### src/rtl/ram_ctrl_if.sv
// ============================================================================
// Module      : ram_ctrl_if
// Description : Processor-side request/response bus of ram_ctrl.
// Revision    : 1.0 - initial release
// ============================================================================
`default_nettype none

interface ram_ctrl_if;
    logic        req_valid;
    logic        req_ready;
    logic        req_we;
    logic [10:0] req_addr;
    logic [15:0] req_wdata;
    logic        rsp_valid;
    logic [15:0] rsp_rdata;
    logic        rsp_err;

    modport master (
        output req_valid, req_we, req_addr, req_wdata,
        input  req_ready, rsp_valid, rsp_rdata, rsp_err
    );

    modport slave (
        input  req_valid, req_we, req_addr, req_wdata,
        output req_ready, rsp_valid, rsp_rdata, rsp_err
    );
endinterface

`default_nettype wire

### src/rtl/ram_ctrl.sv
// ============================================================================
// Module      : ram_ctrl
// Description : Word request initiator for a byte-write / word-read 2048x8
//               synchronous RAM. Optional macro RAM_CTRL_ALIGN_CHECK_EN
//               rejects odd addresses with rsp_err.
// Revision    : 1.0 - initial release
// ============================================================================
`default_nettype none

module ram_ctrl (
    input  wire logic        clk,
    input  wire logic        rst_n,
    ram_ctrl_if.slave        bus,
    output logic [10:0]      ram_addr,
    output logic             ram_we_n,
    output logic             ram_ena,
    output logic [7:0]       ram_din,
    input  wire logic [15:0] ram_dout
);

    typedef enum logic [2:0] {
        S_IDLE     = 3'd0,
        S_RD_ISSUE = 3'd1,
        S_RD_CAPT  = 3'd2,
        S_WR_LO    = 3'd3,
        S_WR_HI    = 3'd4,
        S_RESP     = 3'd5
    } state_t;

    state_t      r_state;
    logic        r_ready;
    logic        r_rsp_valid;
    logic [15:0] r_rdata;
    logic [7:0]  r_wdata_hi;
`ifdef RAM_CTRL_ALIGN_CHECK_EN
    logic        r_err;
`endif

    always_ff @(posedge clk or negedge rst_n) begin
        if (!rst_n) begin
            r_state     <= S_IDLE;
            r_ready     <= 1'b1;
            r_rsp_valid <= 1'b0;
            r_rdata     <= 16'h0000;
            r_wdata_hi  <= 8'h00;
            ram_addr    <= 11'h000;
            ram_we_n    <= 1'b1;
            ram_ena     <= 1'b0;
            ram_din     <= 8'h00;
`ifdef RAM_CTRL_ALIGN_CHECK_EN
            r_err       <= 1'b0;
`endif
        end else begin
            r_rsp_valid <= 1'b0;
            case (r_state)
                S_IDLE: begin
                    if (bus.req_valid && r_ready) begin
                        r_ready <= 1'b0;
`ifdef RAM_CTRL_ALIGN_CHECK_EN
                        r_err   <= 1'b0;
                        // Misaligned requests skip the RAM entirely
                        if (bus.req_addr[0]) begin
                            r_state     <= S_RESP;
                            r_rsp_valid <= 1'b1;
                            r_err       <= 1'b1;
                        end else
`endif
                        if (bus.req_we) begin
                            r_state    <= S_WR_LO;
                            ram_ena    <= 1'b1;
                            ram_we_n   <= 1'b0;
                            ram_addr   <= bus.req_addr;
                            ram_din    <= bus.req_wdata[7:0];
                            r_wdata_hi <= bus.req_wdata[15:8];
                        end else begin
                            r_state  <= S_RD_ISSUE;
                            ram_ena  <= 1'b1;
                            ram_we_n <= 1'b1;
                            ram_addr <= bus.req_addr;
                        end
                    end
                end
                S_RD_ISSUE: begin
                    ram_ena <= 1'b0;
                    r_state <= S_RD_CAPT;
                end
                S_RD_CAPT: begin
                    r_rdata     <= ram_dout;
                    r_rsp_valid <= 1'b1;
                    r_state     <= S_RESP;
                end
                S_WR_LO: begin
                    // 11-bit add wraps 0x7FF to 0x000
                    ram_addr <= ram_addr + 11'd1;
                    ram_din  <= r_wdata_hi;
                    r_state  <= S_WR_HI;
                end
                S_WR_HI: begin
                    ram_ena     <= 1'b0;
                    ram_we_n    <= 1'b1;
                    r_rsp_valid <= 1'b1;
                    r_state     <= S_RESP;
                end
                S_RESP: begin
                    r_ready <= 1'b1;
                    r_state <= S_IDLE;
                end
                default: begin
                    ram_ena  <= 1'b0;
                    ram_we_n <= 1'b1;
                    r_ready  <= 1'b1;
                    r_state  <= S_IDLE;
                end
            endcase
        end
    end

    assign bus.req_ready = r_ready;
    assign bus.rsp_valid = r_rsp_valid;
    assign bus.rsp_rdata = r_rdata;
`ifdef RAM_CTRL_ALIGN_CHECK_EN
    assign bus.rsp_err   = r_err;
`else
    assign bus.rsp_err   = 1'b0;
`endif

endmodule

`default_nettype wire

### src/flat_wrapper.sv
// flat-port wrapper written by rule: the top's interface ports become plain ports
module ram_ctrl_flat 
  (clk, rst_n, ram_addr, ram_we_n, ram_ena, ram_din, ram_dout, bus_req_valid, bus_req_we, bus_req_addr, bus_req_wdata, bus_req_ready, bus_rsp_valid, bus_rsp_rdata, bus_rsp_err);
  ram_ctrl_if bus_i ();
  input  wire logic clk;
  input  wire logic rst_n;
  output logic [10:0] ram_addr;
  output logic ram_we_n;
  output logic ram_ena;
  output logic [7:0] ram_din;
  input  wire logic [15:0] ram_dout;
  input wire logic [$bits(bus_i.req_valid)-1:0] bus_req_valid;
  input wire logic [$bits(bus_i.req_we)-1:0] bus_req_we;
  input wire logic [$bits(bus_i.req_addr)-1:0] bus_req_addr;
  input wire logic [$bits(bus_i.req_wdata)-1:0] bus_req_wdata;
  output wire logic [$bits(bus_i.req_ready)-1:0] bus_req_ready;
  output wire logic [$bits(bus_i.rsp_valid)-1:0] bus_rsp_valid;
  output wire logic [$bits(bus_i.rsp_rdata)-1:0] bus_rsp_rdata;
  output wire logic [$bits(bus_i.rsp_err)-1:0] bus_rsp_err;
  assign bus_i.req_valid = bus_req_valid;
  assign bus_i.req_we = bus_req_we;
  assign bus_i.req_addr = bus_req_addr;
  assign bus_i.req_wdata = bus_req_wdata;
  assign bus_req_ready = bus_i.req_ready;
  assign bus_rsp_valid = bus_i.rsp_valid;
  assign bus_rsp_rdata = bus_i.rsp_rdata;
  assign bus_rsp_err = bus_i.rsp_err;
  ram_ctrl u_core (.clk(clk), .rst_n(rst_n), .bus(bus_i), .ram_addr(ram_addr), .ram_we_n(ram_we_n), .ram_ena(ram_ena), .ram_din(ram_din), .ram_dout(ram_dout));
endmodule
### config.mk
export PLATFORM = sky130hd
export DESIGN_NAME = ram_ctrl_flat
export DESIGN_NICKNAME = d
export VERILOG_FILES = /design/src/rtl/ram_ctrl_if.sv /design/src/rtl/ram_ctrl.sv /design/src/flat_wrapper.sv
export SDC_FILE = /design/constraint.sdc
export NUM_CORES = 1
export LEC_CHECK = 0
export CORE_MARGIN = 5
export CORE_UTILIZATION = 47
export CTS_BUF_LIST = sky130_fd_sc_hd__clkbuf_16
export CTS_CLUSTER_SIZE = 25
export DETAILED_ROUTE_END_ITERATION = 16
export PLACE_DENSITY = 0.83
export SYNTH_ARGS = -nofsm -noshare
export SYNTH_HDL_FRONTEND = slang
export SYNTH_SLANG_ARGS = --single-unit
### constraint.sdc
create_clock -name clk -period 2.4 [get_ports clk]
set_clock_uncertainty 0.15 [all_clocks]
set_input_delay 0.48 -clock clk [delete_from_list [all_inputs] [get_ports clk]]
set_output_delay 0.48 -clock clk [all_outputs]
set_load 0.005 [all_outputs]
==> flow_summary.yaml, run 1 <==
sta:
  fin_crit_ns: 1.99
  setup_viol: 0
  max_freq_ghz: 0.503
  rsz0062_at_grt: "false"
  setup_ws_ns: 0.413
  fin_tns_setup_ns: 0
  fin_crit_sh_pct: 82.8
  drv_slew: 0
  hold_viol: 0
cts:
  clk_pin_slew_ns: 0.06
  clockBufferDepth: 2
  cts_tree: "yes"
  clkSinkCount: 50
  cts_htree_levels: 2
  cts_resized: 0
  root_buffer: "clkbuf_16"
  cts_setup_buffers: 0
  cts_inserted_buffers: 5
  clk_latency_ns: 0.28
route:
  wl_um: 5400
  viasPerCell: 5.11
  dr.pass1.iters: 4
  routedWlPerCell_um: 15.4
  final_antenna_net_count: 0
  drtIter0Drc: 116
  num_vias: 1793
  drc_errors: 0
logic_synthesis:
  yosysTopAreaCellShare_pct: 51.8
  synth.most_common_cell: "dfrtp_1"
  yosysTopAreaCell: "dfrtp_1"
  yosys_most_used_dff: "dfrtp_1"
  syn_avg_cell_area_um2: 11.8
  ys_top_cells_by_area: "dfrtp_1 (52%), mux2_4 (5.8%), mux2_2 (5.8%)"
  syn-num-nets: 244
  synth-edff-count: 0
  ys_types: 47
  synth_area_mm2: 0.00232
  yosys_register_bits: 50
  ys_warn_count: 0
  syn_inst: 196
  ys_seq_area_share_pct: 54.1
  async_flop_share_pct: 100
  synthTopCellsByCount: "dfrtp_1 (48), nand2_1 (17), mux2_2 (12)"
critical_path:
  r2r_start: "u_core.r_state[2]"
  worst-path-max-fanout: 13
  startpoint: "u_core.r_state[2]"
  start_kind: "register"
  required_ns: 2.42
  critical_path_arrival_ns: 2.01
  crit_path_end_kind: "register"
  cp-endpoint: "u_core.ram_addr[5]"
  r2r_setup_slack_ns: 0.41
  path_class: "register to register"
  worstReg2RegEnd: "u_core.ram_addr[5]"
  reg2regPathDepth: 4
floorplan:
  die_area_mm2: 0.00643
  coreArea_mm2: 0.00475
  die_width_um: 80.2
  start_util_pct: 48.7
  num_io_pins: 87
  core.rowCount: 25
  die_y_um: 80.2
placed_design:
  dpl.hpwl_um: 3930
  routabilityCongestion: 0.771
  io_buffers: 85
  numPlacedInstances: 342
  post-place-ws_ns: 0.164
grt:
  track_usage_pct: 17.9
  grt-ovfl-total: 0
  grt_max_degree: 39
  antenna_found_initial: 0
  grt_pass1_vias: 1806
  grt_pass1_wl_um: 9000
pwr:
  cellPowerDensity_mw_per_mm2: 1190
  p_leak_uw: 0.00147
  peakVddDrop_mv: 0.565
  total_power_uw: 4040
cells_and_area:
  finalNonFillerCells: 351
  synthToLayoutAreaGrowth_pct: 46.4
  final_nets: 331
  drive_gt1_share_pct: 15.1
  diodes: 0
  nFillCells: 351
hold_path:
  worstHoldPathCells: 2
  min_path_type: "register to register"
job:
  max-cap-violations: 0
status:
  outcome: "completed"
## repair_timing
action	in CTS	in global routing
hold endpoints to repair	12	0
endpoints found under the setup margin	0	0
hold buffers	1	0
## through the flow
step           hold WS [ns]  area [um2]  utilization [%]
4_1_cts               0.340        3390             71.4
2_1_floorplan        0.0344        2320                -
6_report              0.335        3390             71.4
3_5_place_dp          0.243        3220             67.7
3_3_place_gp          0.242        3220             67.7
5_1_grt               0.360        3390             71.4
## power breakdown
part / switching, uW / total (uW) / leakage (uW) / internal [uW]
registers: 323 / 1580 / 0.000598 / 1250
clock network: 293 / 781 / 0.0000812 / 488
logic: 602 / 1680 / 0.000792 / 1080
total: 1220 / 4040 / 0.00147 / 2820
## critical path, cell delays in order (launching register included)
cell and delay (ns):
dfrtp_1 0.54, and3b_1 0.55, nand2b_2 0.14, o21a_1 0.20
a221o_1 0.28
## sequential cells by signal (all words and copies together) (netlist names)
| name | count |
|---|---|
| u_core.ram_addr | 11 |
| u_core.ram_we_n | 1 |
| u_core.ram_ena | 1 |
| u_core.r_wdata_hi | 8 |
| u_core.bus.rsp_rdata | 16 |
| u_core.bus.rsp_valid | 1 |
| u_core.bus.req_ready | 1 |
| u_core.r_state | 3 |
| u_core.ram_din | 8 |
## placed cells by master (no fill, tap or decap), types with 2 or more instances in the layout
master           synthesis  layout
dfstp_2                  2       2
mux2_4                   9       9
and3b_1                  2       2
nand2_1                 17      17
o21ai_0                  3       3
and3_1                   2       2
and2_1                   2       2
buf_4                    4       5
clkdlybuf4s50_1          0      84
o21ai_1                  9       9
mux2_2                  12      12
nor4_1                   4       4
mux2i_1                  8       8
inv_1                    3       4
nand3_1                  4       4
nor2_1                   9       9
a21oi_1                  9       9
o31ai_1                  2       2
clkbuf_16                0       5
o22ai_1                  4       4
a211oi_1                 2       2
dfrtp_1                 48      48
nor3_1                   8       8
mux2_1                   3       3
## metal layers
metal	vias to the layer above	global-route usage [%]	wire [um]
met5	-	0	0
met4	0	4.05	48
met3	6	4.93	401
met2	69	27.4	2480
met1	842	25.4	2470
li1	876	-	-
## area by class of cell
class	count	area (um2)	area share, %
Clock buffer	5	125	3.69
Clock inverter	3	41.3	1.22
Inverter	3	11.3	0.332
Multi-Input combinational cell	131	965	28.4
Sequential cell	50	1250	36.9
Tap cell	67	83.8	2.47
Timing Repair Buffer	92	913	26.9
## worst min path at each step
stage / start / end
2_1_floorplan: rst_n / u_core.bus.rsp_rdata[0]
3_3_place_gp: rst_n / u_core.ram_din[5]
3_5_place_dp: rst_n / u_core.ram_din[5]
4_1_cts: u_core.bus.rsp_rdata[2] / u_core.bus.rsp_rdata[2]
5_1_grt: u_core.r_wdata_hi[0] / u_core.ram_din[0]
6_report: u_core.r_wdata_hi[2] / u_core.ram_din[2]
## cell families (layout without fill, tap and decap cells)
family	count (synthesis)	count (layout)	share of synthesized area, %
AO/OA/AOI/OAI	38	38	10.3
XOR/XNOR	1	1	0.378
adder cells (fa/ha/maj)	1	1	0.540
buffers and inverters	15	103	4.27
flip-flops	50	50	54.1
multiplexers	32	32	16.6
other	1	1	0.162
AND/OR/NAND/NOR	58	58	13.7
Note: power is estimated with default switching activity, not from simulation.
==> run 2: changes to the inputs <==
CORE_UTILIZATION = 44   (was 47)
PLACE_DENSITY = 0.79   (was 0.83)
clock period = 1.94 ns   (was 2.4 ns; I/O delays follow)
==> flow_summary.yaml, run 2 (synthesized netlist as in run 1, its figures left out) <==
placed_design:
  io_buffers: 85
  dpl.hpwl_um: 4070
  routabilityCongestion: 0.802
floorplan:
  die_area_mm2: 0.00682
  die_width_um: 82.6
  core.rowCount: 26
  num_io_pins: 87
  start_util_pct: 45.4
  coreArea_mm2: 0.00511
  die_y_um: 82.6
critical_path:
  path_class: "register to output port"
  crit_chain: "clkdlybuf4s50_1"
  worst-path-max-fanout: 3
  start_kind: "register"
  critical_path_arrival_ns: 1.33
  crit_buf_inv: 1
  crit_slowest_cell: "dfstp_2"
  max_stage_delay_ns: 0.54
  crit_path_end_kind: "output port"
  required_ns: 1.40
  cp_top_family: "flip-flops"
pwr:
  swShare_pct: 30.7
  combPwrFrac_pct: 43.1
  cellPowerDensity_mw_per_mm2: 1490
  peakVddDrop_mv: 0.915
  p_leak_uw: 0.00152
  power.switching_uw: 1590
  pwr-share-clk_pct: 19.6
  p_int_uw: 3590
  pwr-share-seq_pct: 37.2
grt:
  grt_max_degree: 51
  grt-ovfl-total: 0
  track_usage_pct: 17.5
  grt_pass1_vias: 1836
  antenna_found_initial: 0
  grt_pass1_wl_um: 9140
route:
  wl_um: 5720
  drtIter0Drc: 63
  dr.pass1.iters: 4
  routedWlPerCell_um: 15.8
  viasPerCell: 5.11
  drc_errors: 0
  num_vias: 1851
  final_antenna_net_count: 0
cells_and_area:
  utilization_pct: 68.3
  final_cell_mix: "clkdlybuf4s50_1 (84), dfrtp_1 (48), nand2_1 (17)"
  drive_gt1_share_pct: 17.8
  synthToLayoutAreaGrowth_pct: 50.5
  diodes: 0
  final_nets: 339
  largest_reg_flops: 16
  final_common_cell: "clkdlybuf4s50_1"
sta:
  setup_viol: 0
  drv_slew: 0
  fin_crit_ns: 1.87
  fin_crit_sh_pct: 96.4
  rsz0062_at_grt: "false"
  hold_ws_ns: 0.336
  max_freq_ghz: 0.535
  hold_viol: 0
cts:
  cts_tree: "yes"
  cts_inserted_buffers: 5
  root_buffer: "clkbuf_16"
  clkSinkCount: 50
  cts_htree_levels: 2
  clockBufferDepth: 2
  clk_latency_ns: 0.29
  clk_pin_slew_ns: 0.07
status:
  outcome: "completed"
job:
  max-cap-violations: 0
hold_path:
  min_path_type: "register to register"
-- run 2: changes by cell type in the layout (fill, tap and decap cells not counted) --
cell / delta
buf_4: +6
buf_12: +2
inv_6: +2
clkinvlp_4: -1
inv_1: -1
-- run 2: layout make-up --
| cell class | count | area [um2] |
|---|---|---|
| clock buffers | 5 | 125 |
| clock inverters | 3 | 47.5 |
| fillers | 401 | 1620 |
| inverters | 3 | 11.3 |
| multi-input cells | 131 | 965 |
| flip-flops and latches | 50 | 1250 |
| well taps | 70 | 87.6 |
| repair buffers | 100 | 998 |
-- run 2: layer usage --
layer	wire length (um)	vias to the layer above	track usage, %	part of all wire [%]
li1	-	894	-	-
met1	2590	876	24.3	45
met2	2620	72	27.2	46
met3	453	9	4.45	7.9
met4	60	0	4.90	1.0
met5	0	-	0	0
-- run 2: path summary, 6_finish.rpt --
| kind | from | to | slack (ns) | cells past startpoint |
|---|---|---|---|---|
| max | u_core.ram_we_n | ram_we_n | 0.07 | 1 |
| max in group asynchronous | rst_n | u_core.bus.req_ready | 0.89 | 3 |
| min in group asynchronous | rst_n | u_core.ram_din[2] | 0.46 | 3 |
| max reg2reg | u_core.r_state[1] | u_core.ram_addr[8] | 0.20 | 5 |
| min | u_core.bus.rsp_rdata[0] | u_core.bus.rsp_rdata[0] | 0.34 | 1 |
| min reg2reg | u_core.bus.rsp_rdata[0] | u_core.bus.rsp_rdata[0] | 0.34 | 1 |
-- run 2: timing repair --
item                                   in CTS  in global routing
resized for setup                           0                  0
setup buffers                               0                  1
endpoints found under the hold margin      48                  0
setup endpoints to repair                   0                  1
hold buffers                                1                  0
-- run 2: power groups by stage --
stage	logic [uW]	registers, uW	clock network (uW)
4_1_cts	2240	1930	1040
6_report	2240	1930	1020
3_5_place_dp	2220	1940	0
3_3_place_gp	2160	1920	0
5_1_grt	2460	2010	1080
2_1_floorplan	1060	1900	0
-- run 2: metrics by stage --
step           worst slack, ns  cells  instance area [um2]  total power, uW  setup TNS (ns)
2_1_floorplan            0.344    196                 2320             2970               0
3_3_place_gp            0.0143    352                 3300             4080               0
3_5_place_dp           -0.0315    352                 3300             4170         -0.0434
4_1_cts                 0.0222    361                 3480             5210               0
5_1_grt                 0.0139    362                 3490             5540               0
6_report                0.0703    362                 3490             5180               0
